===== config.mk =====
export PLATFORM = sky130hd
export DESIGN_NAME = booth_mult
export DESIGN_NICKNAME = d
export VERILOG_FILES = /design/src/rtl/booth_mult.sv
export SDC_FILE = /design/constraint.sdc
export NUM_CORES = 1
export LEC_CHECK = 0
export CAP_MARGIN = 20
export CORE_MARGIN = 8
export CORE_UTILIZATION = 50
export CTS_CLUSTER_DIAMETER = 120
export CTS_CLUSTER_SIZE = 30
export DETAILED_ROUTE_END_ITERATION = 8
export GPL_TIMING_DRIVEN = 0
export HOLD_SLACK_MARGIN = 0.12
export PLACE_DENSITY = 0.75
export SYNTH_ARGS = -nofsm -noshare
export SYNTH_HDL_FRONTEND = slang
export SYNTH_SLANG_ARGS = --single-unit

===== constraint.sdc =====
create_clock -name Clk -period 8.3 [get_ports Clk]
set_input_delay 1.66 -clock Clk [delete_from_list [all_inputs] [get_ports Clk]]
set_output_delay 1.66 -clock Clk [all_outputs]
set_load 0.02 [all_outputs]

===== src/rtl/booth_mult.sv =====
// booth_mult: sequential radix-2 Booth multiplier, signed WIDTH x WIDTH -> 2*WIDTH.
// One operation in flight. Operands are latched when Start is accepted in IDLE;
// Hi/Lo hold the previous product until the new one is transferred.
//
// state | meaning
// IDLE  | waiting for Start; Busy=0, Done=0
// RUN   | WIDTH Booth steps, then one cycle that transfers {acc,q} to Hi/Lo
// DONE  | Done=1 for exactly one cycle, then back to IDLE unconditionally
//
// RUN lasts WIDTH+1 cycles: cnt counts 0..WIDTH-1 while stepping, and the
// cycle with cnt==WIDTH copies the finished product into Hi/Lo. Together with
// one IDLE and one DONE cycle, this gives 35 cycles per operation at WIDTH=32.

module booth_mult #(
    parameter int WIDTH = 32,
    parameter int CNT_W = 6
) (
    input  logic             Clk,
    input  logic             Reset,
    input  logic             Start,
    input  logic [WIDTH-1:0] A,
    input  logic [WIDTH-1:0] B,
    output logic [WIDTH-1:0] Hi,
    output logic [WIDTH-1:0] Lo,
    output logic             Busy,
    output logic             Done
);

    typedef enum logic [1:0] {
        S_IDLE = 2'd0,
        S_RUN  = 2'd1,
        S_DONE = 2'd2
    } state_t;

    state_t           state_q;
    logic [WIDTH:0]   m_q;
    logic [WIDTH:0]   acc_q;
    logic [WIDTH-1:0] q_q;
    logic             q1_q;
    logic [CNT_W-1:0] cnt_q;
    logic [WIDTH-1:0] hi_q;
    logic [WIDTH-1:0] lo_q;
    logic             busy_q;
    logic             done_q;

    logic [WIDTH:0]   sum_d;
    logic [WIDTH:0]   acc_d;
    logic [WIDTH-1:0] q_d;
    logic             q1_d;

    // One Booth step: conditional add/subtract of M, then arithmetic shift of {acc,q,q_1}.
    always_comb begin
        sum_d = acc_q;
        case ({q_q[0], q1_q})
            2'b01:   sum_d = acc_q + m_q;
            2'b10:   sum_d = acc_q - m_q;
            default: sum_d = acc_q;
        endcase
        acc_d = {sum_d[WIDTH], sum_d[WIDTH:1]};
        q_d   = {sum_d[0], q_q[WIDTH-1:1]};
        q1_d  = q_q[0];
    end

    // Sequencing FSM with the datapath registers and registered outputs.
    always_ff @(posedge Clk or posedge Reset) begin
        if (Reset) begin
            state_q <= S_IDLE;
            m_q     <= '0;
            acc_q   <= '0;
            q_q     <= '0;
            q1_q    <= 1'b0;
            cnt_q   <= '0;
            hi_q    <= '0;
            lo_q    <= '0;
            busy_q  <= 1'b0;
            done_q  <= 1'b0;
        end else begin
            case (state_q)
                S_IDLE: begin
                    busy_q <= 1'b0;
                    done_q <= 1'b0;
                    if (Start) begin
                        m_q     <= {A[WIDTH-1], A};
                        acc_q   <= '0;
                        q_q     <= B;
                        q1_q    <= 1'b0;
                        cnt_q   <= '0;
                        busy_q  <= 1'b1;
                        state_q <= S_RUN;
                    end
                end
                S_RUN: begin
                    if (cnt_q == CNT_W'(WIDTH)) begin
                        // acc[WIDTH] only duplicates the sign here, so the low
                        // WIDTH bits of acc are the upper product word.
                        hi_q    <= acc_q[WIDTH-1:0];
                        lo_q    <= q_q;
                        busy_q  <= 1'b0;
                        done_q  <= 1'b1;
                        state_q <= S_DONE;
                    end else begin
                        acc_q <= acc_d;
                        q_q   <= q_d;
                        q1_q  <= q1_d;
                        cnt_q <= cnt_q + CNT_W'(1);
                    end
                end
                S_DONE: begin
                    done_q  <= 1'b0;
                    state_q <= S_IDLE;
                end
                default: begin
                    busy_q  <= 1'b0;
                    done_q  <= 1'b0;
                    state_q <= S_IDLE;
                end
            endcase
        end
    end

    assign Hi   = hi_q;
    assign Lo   = lo_q;
    assign Busy = busy_q;
    assign Done = done_q;

endmodule


==> summary.md, run 1 <==
* **sink count of the clock tree** 171
* **remaining global-route overflow** 0
* **sequential cell area fraction in the yosys report** 46.2%
* **Cell Area, Synth** 0.00927 mm²
* **Reg area** 0.00428 mm²
* **gp weighted congestion** 0.963
* **Worst R2R End** acc_q[30]
* **final worst setup slack** 3590 ps
* **dominant synthesized flop cell** dfrtp_1
* **number of inserted diodes** 0
* **Multi-input gate area** 0.00470 mm²
* **sort of element at the end of the critical path** flop
* **biggest cell delay along the critical path** 620 ps
* **clock root buffer** clkbuf_16
* **global-route wire length before repair** 40800 µm
* **cells along the critical path** or4_4 > or3_4 > or3_1 > nor4_1 > nor2_1 > xnor2_1 > ha_1 > o21ai_0 > a21oi_1 > and3_1 > nand4_1 > a31oi_1 > o31ai_1 > o21ai_0 > xnor2_1 > o211ai_1
* **Synth Area in Compound Gates** 12.6%
* **most common cell after layout, fill and taps aside** nand2_1
* **type of origin of the critical path** flop
* **met3 Usage GRT** 5.56%
* **count of cells along the worst register-to-register path** 16
* **mux cell area share after synthesis** 9.64%
* **routing usage on met2** 34.9%
* **average wire per standard cell** 17.9 µm
* **Post-CTS Hold Fix Bufs** 0
* **die span in y** 152 µm
* **Mapped Avg Cell Area** 9.35 µm²
* **Mapped Cells** 991
* **Finish-stage setup viols** 0
* **area share of xor/xnor cells in the synthesized design** 5.95%
* **Yosys reg bits** 171
* **via count** 7841
* **Floorplan Core Area** 0.0181 mm²
* **final wirelength** 24900 µm
* **proportion of register bits with asynchronous set or reset after synthesis** 100%
* **htree depth** 4
* **Pre-antenna DRT Iters** 5
* **final worst-path cycle share** 56.8%
* **Initial Util** 51.2%
* **total global routing track utilization** 21.7%
* **Fillers** 1492
* **data required time of the critical path** 8610 ps
* **number of buffers on the longest clock path** 2
* **result of the run** finished clean
* **number of standard-cell rows in the floorplan** 49
* **number of buffer and inverter stages on the critical path** 0
* **number of buffers created by CTS** 17
* **final hold viol count** 0
* **count of flip-flops with a built-in enable after synthesis** 0
* **initial antenna violation count** 0
* **count of instances resized after the clock tree is built** 0
* **1st-iter DRT viols** 514
* **Slowest-stage cell, CP** nor4_1
* **synth-to-layout area growth** 24.3%
* **worst path arrival time** 5030 ps
* **Clk pin slew, worst setup/hold paths** 80 ps
* **vias in the first global route** 7911
* **Die Wd** 152 µm
* **instance count along the most critical hold path** 1
* **clock period minus worst slack** 4710 ps
* **end point of the worst hold path** Hi[28]
* **Die Footprint** 0.0231 mm²
* **ranking of synthesized cells by area** dfrtp_1 (46%), mux2_2 (8.0%), nand2_1 (7.0%)
* **maximum fanout count along the critical path** 5
* **headroom to the max-slew limit** 42.1%
* **share of synthesized cell area in and, or, nand and nor gates** 17.5%
* **remaining number of nets flagged by the antenna check after routing** 0
* **drt drc** 0
* **half-perimeter wire length of the detailed placement result** 18300 µm
* **post-CTS setup-driven buffer insertion count** 0
* **Syn Nets** 1095
* **Synthesis Warnings** 0
* **beginning of the worst hold path** Hi[28]
* **Worst Skew** 10.6 ps
* **slew at the pin closest to its max-slew limit** 868 ps
* **dominant combinational cell family by area after synthesis** simple AND/OR/NAND/NOR gates
* **leading area contributor after synthesis** dfrtp_1
* **critical path class** reg -> reg
* **startpoint of the most critical register-to-register path** m_q[9]
* **Worst Hold Class** reg -> reg
* **net count reported at finish** 1248
* **commonest non-fill, non-tap cells in the layout** nand2_1 (174), dfrtp_1 (171), clkdlybuf4s50_1 (132), nor2_1 (92), mux2_2 (66)
* **unrepaired setup endpoints after global routing** false
* **met1 usage in global routing** 27.1%
* **hold slack** 506 ps
* **cell family with the largest share of critical-path delay** simple AND/OR/NAND/NOR gates
* **clock tree from TritonCTS** built
* **adder and majority gate portion of the synthesized area** 5.08%
* **Via-to-Cell Ratio** 5.66
* **post-place setup slack** 3710 ps
* **number of distinct standard cells referenced by the synthesized netlist** 56
* **clock insertion delay at the later pin of the skew report** 450 ps
* **fraction of layout instances using a drive strength above 1** 9.51%
* **fraction of post-synthesis cell area in the top cell type by area** 46.2%
* **maximum number of pins on one net before global-route repair** 130
* **register-to-register setup slack** 3590 ps
* **max cap viols** 0
* **number of primary I/O pins** 133
* **maximum frequency from static timing analysis** 212 MHz
* **IO Port Bufs** 132
* **Most Crowded Layer GR** met2
* **number of slew-limit violations in the final report** 0
final cells by class:
class	instances	area share, %
flip-flops and latches	171	37.1
inverters	23	0.815
multi-input cells	743	40.8
clock buffers	17	3.69
well taps	229	2.49
repair buffers	134	11.8
clock inverters	15	1.56
plain buffers	54	1.76
worst reg2reg max path: stages (launching register included):
cell and delay, ps:
dfrtp_1 410, or4_4 550, or3_4 380, or3_1 430
nor4_1 620, nor2_1 140, xnor2_1 180, ha_1 370
o21ai_0 110, a21oi_1 160, and3_1 220, nand4_1 110
a31oi_1 260, o31ai_1 180, o21ai_0 220, xnor2_1 140
o211ai_1 90
cells by family (layout without fill, tap and decap cells):
kind of cell    count (synthesis)  count (layout)
compound gates                195             195
xor+xnor                       63              63
fa+ha+maj                      37              37
buf+inv                        77             243
flops                         171             171
mux                            81              81
simple gates                  367             367
synth_stat cells, drive strengths merged (3+ instances only):
cell type  number
nand2         174
dfrtp         171
nor2           92
mux2           66
a21oi          58
o21ai          52
xnor2          51
clkbuf         49
a31oi          37
nand3          37
ha             36
inv            22
mux2i          15
xor2           12
nor3           10
nand4           9
nor4            9
a21o            8
nor2b           8
o211ai          7
or3             7
buf             5
nand2b          5
o22ai           5
o31ai           5
and3            4
or4             4
a211o           3
o21a            3
through the flow:
step,utilization (%),std cells,cell area [µm²],setup TNS (ps)
final,63.7,1386,11500,0
after global routing,63.7,1386,11500,0
after CTS,63.7,1386,11500,0
after detailed placement,60.4,1354,10900,0
after global placement,60.1,1352,10900,-45890
after floorplan,-,991,9270,0
worst max path at each step:
| stage | from | end | depth (start not counted) |
|---|---|---|---|
| after global routing | m_q[9] | acc_q[30] | 16 |
| after floorplan | Reset | Busy | 1 |
| after global placement | Reset | Hi[8] | 2 |
| after CTS | m_q[9] | acc_q[30] | 16 |
| final | m_q[9] | acc_q[30] | 16 |
| after detailed placement | m_q[9] | acc_q[30] | 15 |
state kept, by name, summed over array words and instances (netlist names):
name	count
q1_q	1
state_q	2
acc_q	32
Lo	32
cnt_q	6
Busy	1
q_q	32
Done	1
m_q	32
Hi	32
layer usage:
layer  share of wire, %  wire [µm]  up-vias
li1                   -          -     3783
met1                 44      10900     3775
met2                 47      11700      230
met3                5.9       1470       53
met4                3.4        838        0
met5                  0          0        -
Power of run 1 is left out: the tool's default activity adds up to more than one toggle a clock period on the data nets, which glitch-free logic cannot reach.
==> inputs of run 2 (changes only) <==
PLACE_DENSITY = 0.78   (was 0.75)
clock period = 4.07 ns   (was 8.3 ns; I/O delays follow)
==> run 2 against run 1 <==
Effect of this change:
- the run now ends with negative setup slack left
- via count up 4.1%
- sequential share of layout area shrank 1.4 points
- register-to-register slack lost 3800 ps
- utilization grew 2.5 points
- worst hold slack barely moved
==> summary.md, run 2 (synthesis gave the netlist of run 1 again) <==
* **result of the run** complete, but fails checks
* **failing checks** negative setup slack
* **most common cell after layout, fill and taps aside** nand2_1
* **worst path arrival time** 4600 ps
* **beginning of the worst hold path** Hi[27]
* **final wirelength** 25900 µm
* **Multi-input gate area** 0.00497 mm²
* **clock period minus worst slack** 4240 ps
* **sort of element at the end of the critical path** flop
* **half-perimeter wire length of the detailed placement result** 18500 µm
* **number of inserted diodes** 0
* **Die Footprint** 0.0231 mm²
* **net count reported at finish** 1270
* **final hold viol count** 0
* **1st-iter DRT viols** 699
* **global-route wire length before repair** 41600 µm
* **htree depth** 4
* **Via-to-Cell Ratio** 5.80
* **biggest cell delay along the critical path** 530 ps
* **Floorplan Core Area** 0.0181 mm²
* **number of standard-cell rows in the floorplan** 49
* **remaining global-route overflow** 0
* **Die Wd** 152 µm
* **count of cells along the worst register-to-register path** 16
* **placed instance count** 1356
* **end point of the worst hold path** Hi[27]
* **die span in y** 152 µm
* **Fillers** 1380
* **Clk pin slew, worst setup/hold paths** 70 ps
* **startpoint of the most critical register-to-register path** m_q[7]
* **maximum number of pins on one net before global-route repair** 43
* **Layout Cells excl Fill** 1408
* **clock insertion delay at the later pin of the skew report** 440 ps
* **initial antenna violation count** 0
* **number of buffers on the longest clock path** 2
* **Initial Util** 51.2%
* **critical path class** reg -> reg
* **Reg area** 0.00428 mm²
* **IO Port Bufs** 132
* **Worst R2R End** acc_q[26]
* **gp weighted congestion** 0.984
* **Finish-stage setup viols** 7
* **fraction of layout instances using a drive strength above 1** 15.8%
* **remaining number of nets flagged by the antenna check after routing** 0
* **sink count of the clock tree** 171
* **Worst Hold Class** reg -> reg
* **Pre-antenna DRT Iters** 5
* **data required time of the critical path** 4430 ps
* **synth-to-layout area growth** 29.2%
* **Slowest-stage cell, CP** or4_4
* **headroom to the max-slew limit** 41.9%
* **average wire per standard cell** 18.4 µm
* **final worst-path cycle share** 104%
* **maximum fanout count along the critical path** 5
* **drt drc** 0
* **Post-CTS Hold Fix Bufs** 0
* **commonest non-fill, non-tap cells in the layout** nand2_1 (174), dfrtp_1 (171), clkdlybuf4s50_1 (132), nor2_1 (89), mux2_2 (66)
* **total global routing track utilization** 22.0%
* **clock root buffer** clkbuf_16
* **number of buffers created by CTS** 17
* **register-to-register setup slack** -170 ps
* **instance count along the most critical hold path** 1
* **type of origin of the critical path** flop
* **via count** 8166
* **Worst Skew** 10.6 ps
* **vias in the first global route** 8055
* **unrepaired setup endpoints after global routing** true
* **number of primary I/O pins** 133
* **number of slew-limit violations in the final report** 0
* **slew at the pin closest to its max-slew limit** 872 ps
* **final worst setup slack** -173 ps
* **clock tree from TritonCTS** built
* **maximum frequency from static timing analysis** 236 MHz
* **cells along the critical path** or4_4 > or3_4 > nor4_4 > and4bb_2 > a21oi_1 > xnor2_1 > ha_2 > o21ai_0 > a21oi_1 > and3_4 > nand4_1 > a31oi_4 > nor3_1 > xnor2_1 > mux2i_1 > o21ai_1
* **max cap viols** 0
## run 2: per-layer routing
metal | track usage, % | vias up | routed length [µm]
li1 | - | 3817 | -
met4 | 9.71 | 0 | 864
met2 | 36.1 | 323 | 12600
met1 | 27.4 | 3957 | 10800
met5 | 0 | - | 0
met3 | 4.99 | 69 | 1740
## run 2: area by class of cell
| class | instances | area share [%] |
|---|---|---|
| multi-input combinational | 743 | 41.6 |
| clock buffer | 18 | 3.58 |
| timing repair buffer | 163 | 13.4 |
| clock inverter | 14 | 1.07 |
| buffer | 47 | 1.51 |
| sequential | 171 | 35.7 |
| tap | 229 | 2.39 |
| inverter | 23 | 0.753 |
## run 2: worst max-delay path: cells and delay by family (launching register included)
| kind | cells | cell delay (ps) |
|---|---|---|
| AND/OR/NAND/NOR | 7 | 2070 |
| AO/OA/AOI/OAI | 5 | 880 |
| adder cells (fa/ha/maj) | 1 | 360 |
| flip-flops | 1 | 380 |
| XOR/XNOR | 2 | 360 |
| multiplexers | 1 | 100 |
## run 2: how the worst max path moves through the flow
stage / start / endpoint / cells past startpoint
CTS: m_q[9] / acc_q[29] / 15
global route: m_q[8] / acc_q[30] / 16
finish: m_q[7] / acc_q[26] / 16
global placement: m_q[9] / acc_q[30] / 16
floorplan: m_q[9] / acc_q[30] / 15
detailed placement: m_q[9] / acc_q[30] / 16
## run 2: what timing repair did
item,in CTS,in global routing
setup endpoints to repair,16,17
gates resized for setup,33,36
pin swaps,14,42
buffers inserted,12,15
## run 2: per-stage QoR
stage / area (µm²) / util, % / setup slack, ps / setup TNS [ps] / hold WS [ps]
floorplan: 9280 / - / 64.5 / 0 / 482
global placement: 10900 / 60.2 / -486 / -68420 / 479
detailed placement: 11000 / 60.7 / -576 / -3980 / 494
CTS: 11700 / 65.0 / -44.4 / -147 / 511
global route: 12000 / 66.2 / -264 / -1660 / 518
finish: 12000 / 66.2 / -173 / -659 / 506
Power of run 2 is left out for the same reason.
==> inputs of run 3 (changes only) <==
CTS_CLUSTER_SIZE = not set   (was 30)
PLACE_DENSITY = 0.75   (was 0.78)
clock period = 4.7 ns   (was 4.07 ns; I/O delays follow)
==> run 3 against run 2 <==
Effect of this change:
- the flow now finishes without violations
- via count shrank 1.9%
- non-clock buffer count shrank 21
- first-iteration DRC count shrank 19%
- critical path depth is the same
- critical path type unchanged
- largest cell class unchanged
==> summary.md, run 3 (synthesis gave the netlist of run 1 again) <==
* **clock tree from TritonCTS** built
* **maximum number of pins on one net before global-route repair** 42
* **initial antenna violation count** 1
* **number of primary I/O pins** 133
* **maximum frequency from static timing analysis** 220 MHz
* **htree depth** 4
* **post-CTS setup-driven buffer insertion count** 0
* **Reg area** 0.00428 mm²
* **Pre-antenna DRT Iters** 5
* **number of standard-cell rows in the floorplan** 49
* **net count reported at finish** 1249
* **critical path class** reg -> reg
* **IO Port Bufs** 132
* **clock period minus worst slack** 4540 ps
* **Via-to-Cell Ratio** 5.77
* **Finish-stage setup viols** 0
* **commonest non-fill, non-tap cells in the layout** nand2_1 (174), dfrtp_1 (171), clkdlybuf4s50_1 (132), nor2_1 (92), mux2_2 (66)
* **final hold viol count** 0
* **data required time of the critical path** 5000 ps
* **synth-to-layout area growth** 25.3%
* **Clk pin slew, worst setup/hold paths** 70 ps
* **gp weighted congestion** 0.965
* **half-perimeter wire length of the detailed placement result** 18600 µm
* **maximum fanout count along the critical path** 5
* **Initial Util** 51.2%
* **Worst Skew** 10.6 ps
* **total negative slack for setup checks** 0 ps
* **clock insertion delay at the later pin of the skew report** 440 ps
* **die span in y** 152 µm
* **average wire per standard cell** 18.2 µm
* **result of the run** finished clean
* **number of slew-limit violations in the final report** 0
* **max cap viols** 0
* **sort of element at the end of the critical path** flop
* **final wirelength** 25300 µm
* **via count** 8009
* **Die Wd** 152 µm
* **number of buffers on the longest clock path** 2
* **Die Footprint** 0.0231 mm²
* **final worst-path cycle share** 96.6%
* **fraction of layout instances using a drive strength above 1** 10.4%
* **most common cell after layout, fill and taps aside** nand2_1
* **1st-iter DRT viols** 564
* **number of buffers created by CTS** 17
* **clock root buffer** clkbuf_16
* **vias in the first global route** 7945
* **worst path arrival time** 4830 ps
* **global-route wire length before repair** 41100 µm
* **Multi-input gate area** 0.00477 mm²
* **type of origin of the critical path** flop
* **final design utilization** 64.2%
* **Fillers** 1480
* **Floorplan Core Area** 0.0181 mm²
* **drt drc** 0
* **remaining global-route overflow** 0
* **headroom to the max-slew limit** 38.2%
* **total global routing track utilization** 21.8%
* **sink count of the clock tree** 171
* **Worst Hold Class** reg -> reg
* **slew at the pin closest to its max-slew limit** 927 ps
* **remaining number of nets flagged by the antenna check after routing** 0
run 3: cell types whose count changed in the layout (fill, tap and decap cells not counted), moves of 8 or more:
cell     delta
buf_4      -27
o21ai_0    +12
a21oi_2     -8
o21ai_1     -9
a21oi_1     +8
run 3: path summary, 6_finish.rpt:
| check | startpoint | slack (ps) | end | cells past startpoint |
|---|---|---|---|---|
| worst min register to register | Done | 500 | Done | 2 |
| min in group asynchronous | Reset | 900 | Lo[29] | 2 |
| worst max-delay path | m_q[9] | 160 | acc_q[30] | 16 |
| max in group asynchronous | Reset | 3230 | m_q[10] | 3 |
| worst min-delay path | Done | 500 | Done | 2 |
| worst max register to register | m_q[9] | 160 | acc_q[30] | 16 |
run 3: layout make-up:
cell class                      count  area share (%)
Antenna cell                        1          0.0216
Buffer                             52            1.69
Clock buffer                       18            3.70
Clock inverter                     14            1.27
Inverter                           23           0.776
Multi-Input combinational cell    743            41.1
Sequential cell                   171            36.9
Tap cell                          229            2.47
Timing Repair Buffer              137            12.1
run 3: critical path, stage by stage (launching register included):
cell      delay (ps)
dfrtp_1          420
or4_4            550
or3_4            390
or3_1            460
nor4_2           380
nor2_1           120
xnor2_1          160
ha_1             370
o21ai_0          110
a21oi_1          160
and3_1           210
nand4_1          200
a31oi_4          290
o31ai_4          110
o21ai_0          220
xnor2_1          140
o211ai_1         100
run 3: per-layer routing:
layer,GRT usage (%),vias up,wire length [µm],part of all wire (%)
met5,0,-,0,0
met4,9.47,0,723,2.9
met3,4.20,45,1610,6.4
met2,35.6,278,12200,48
met1,27.9,3916,10700,43
li1,-,3770,-,-
run 3: timing repair:
item,in CTS,in global routing
endpoints found under the hold margin,0,0
endpoints found under the setup margin,0,12
gates resized for setup,0,14
hold buffers,0,0
run 3: through the flow:
step	hold WS, ps	worst slack [ps]	instance area (µm²)	cells
2_1_floorplan	482	604	9270	991
3_3_place_gp	483	131	10900	1352
3_5_place_dp	494	24.1	11000	1357
4_1_cts	510	17.5	11500	1389
5_1_grt	523	-50.8	11600	1388
6_report	503	162	11600	1388
Power of run 3 is left out for the same reason.
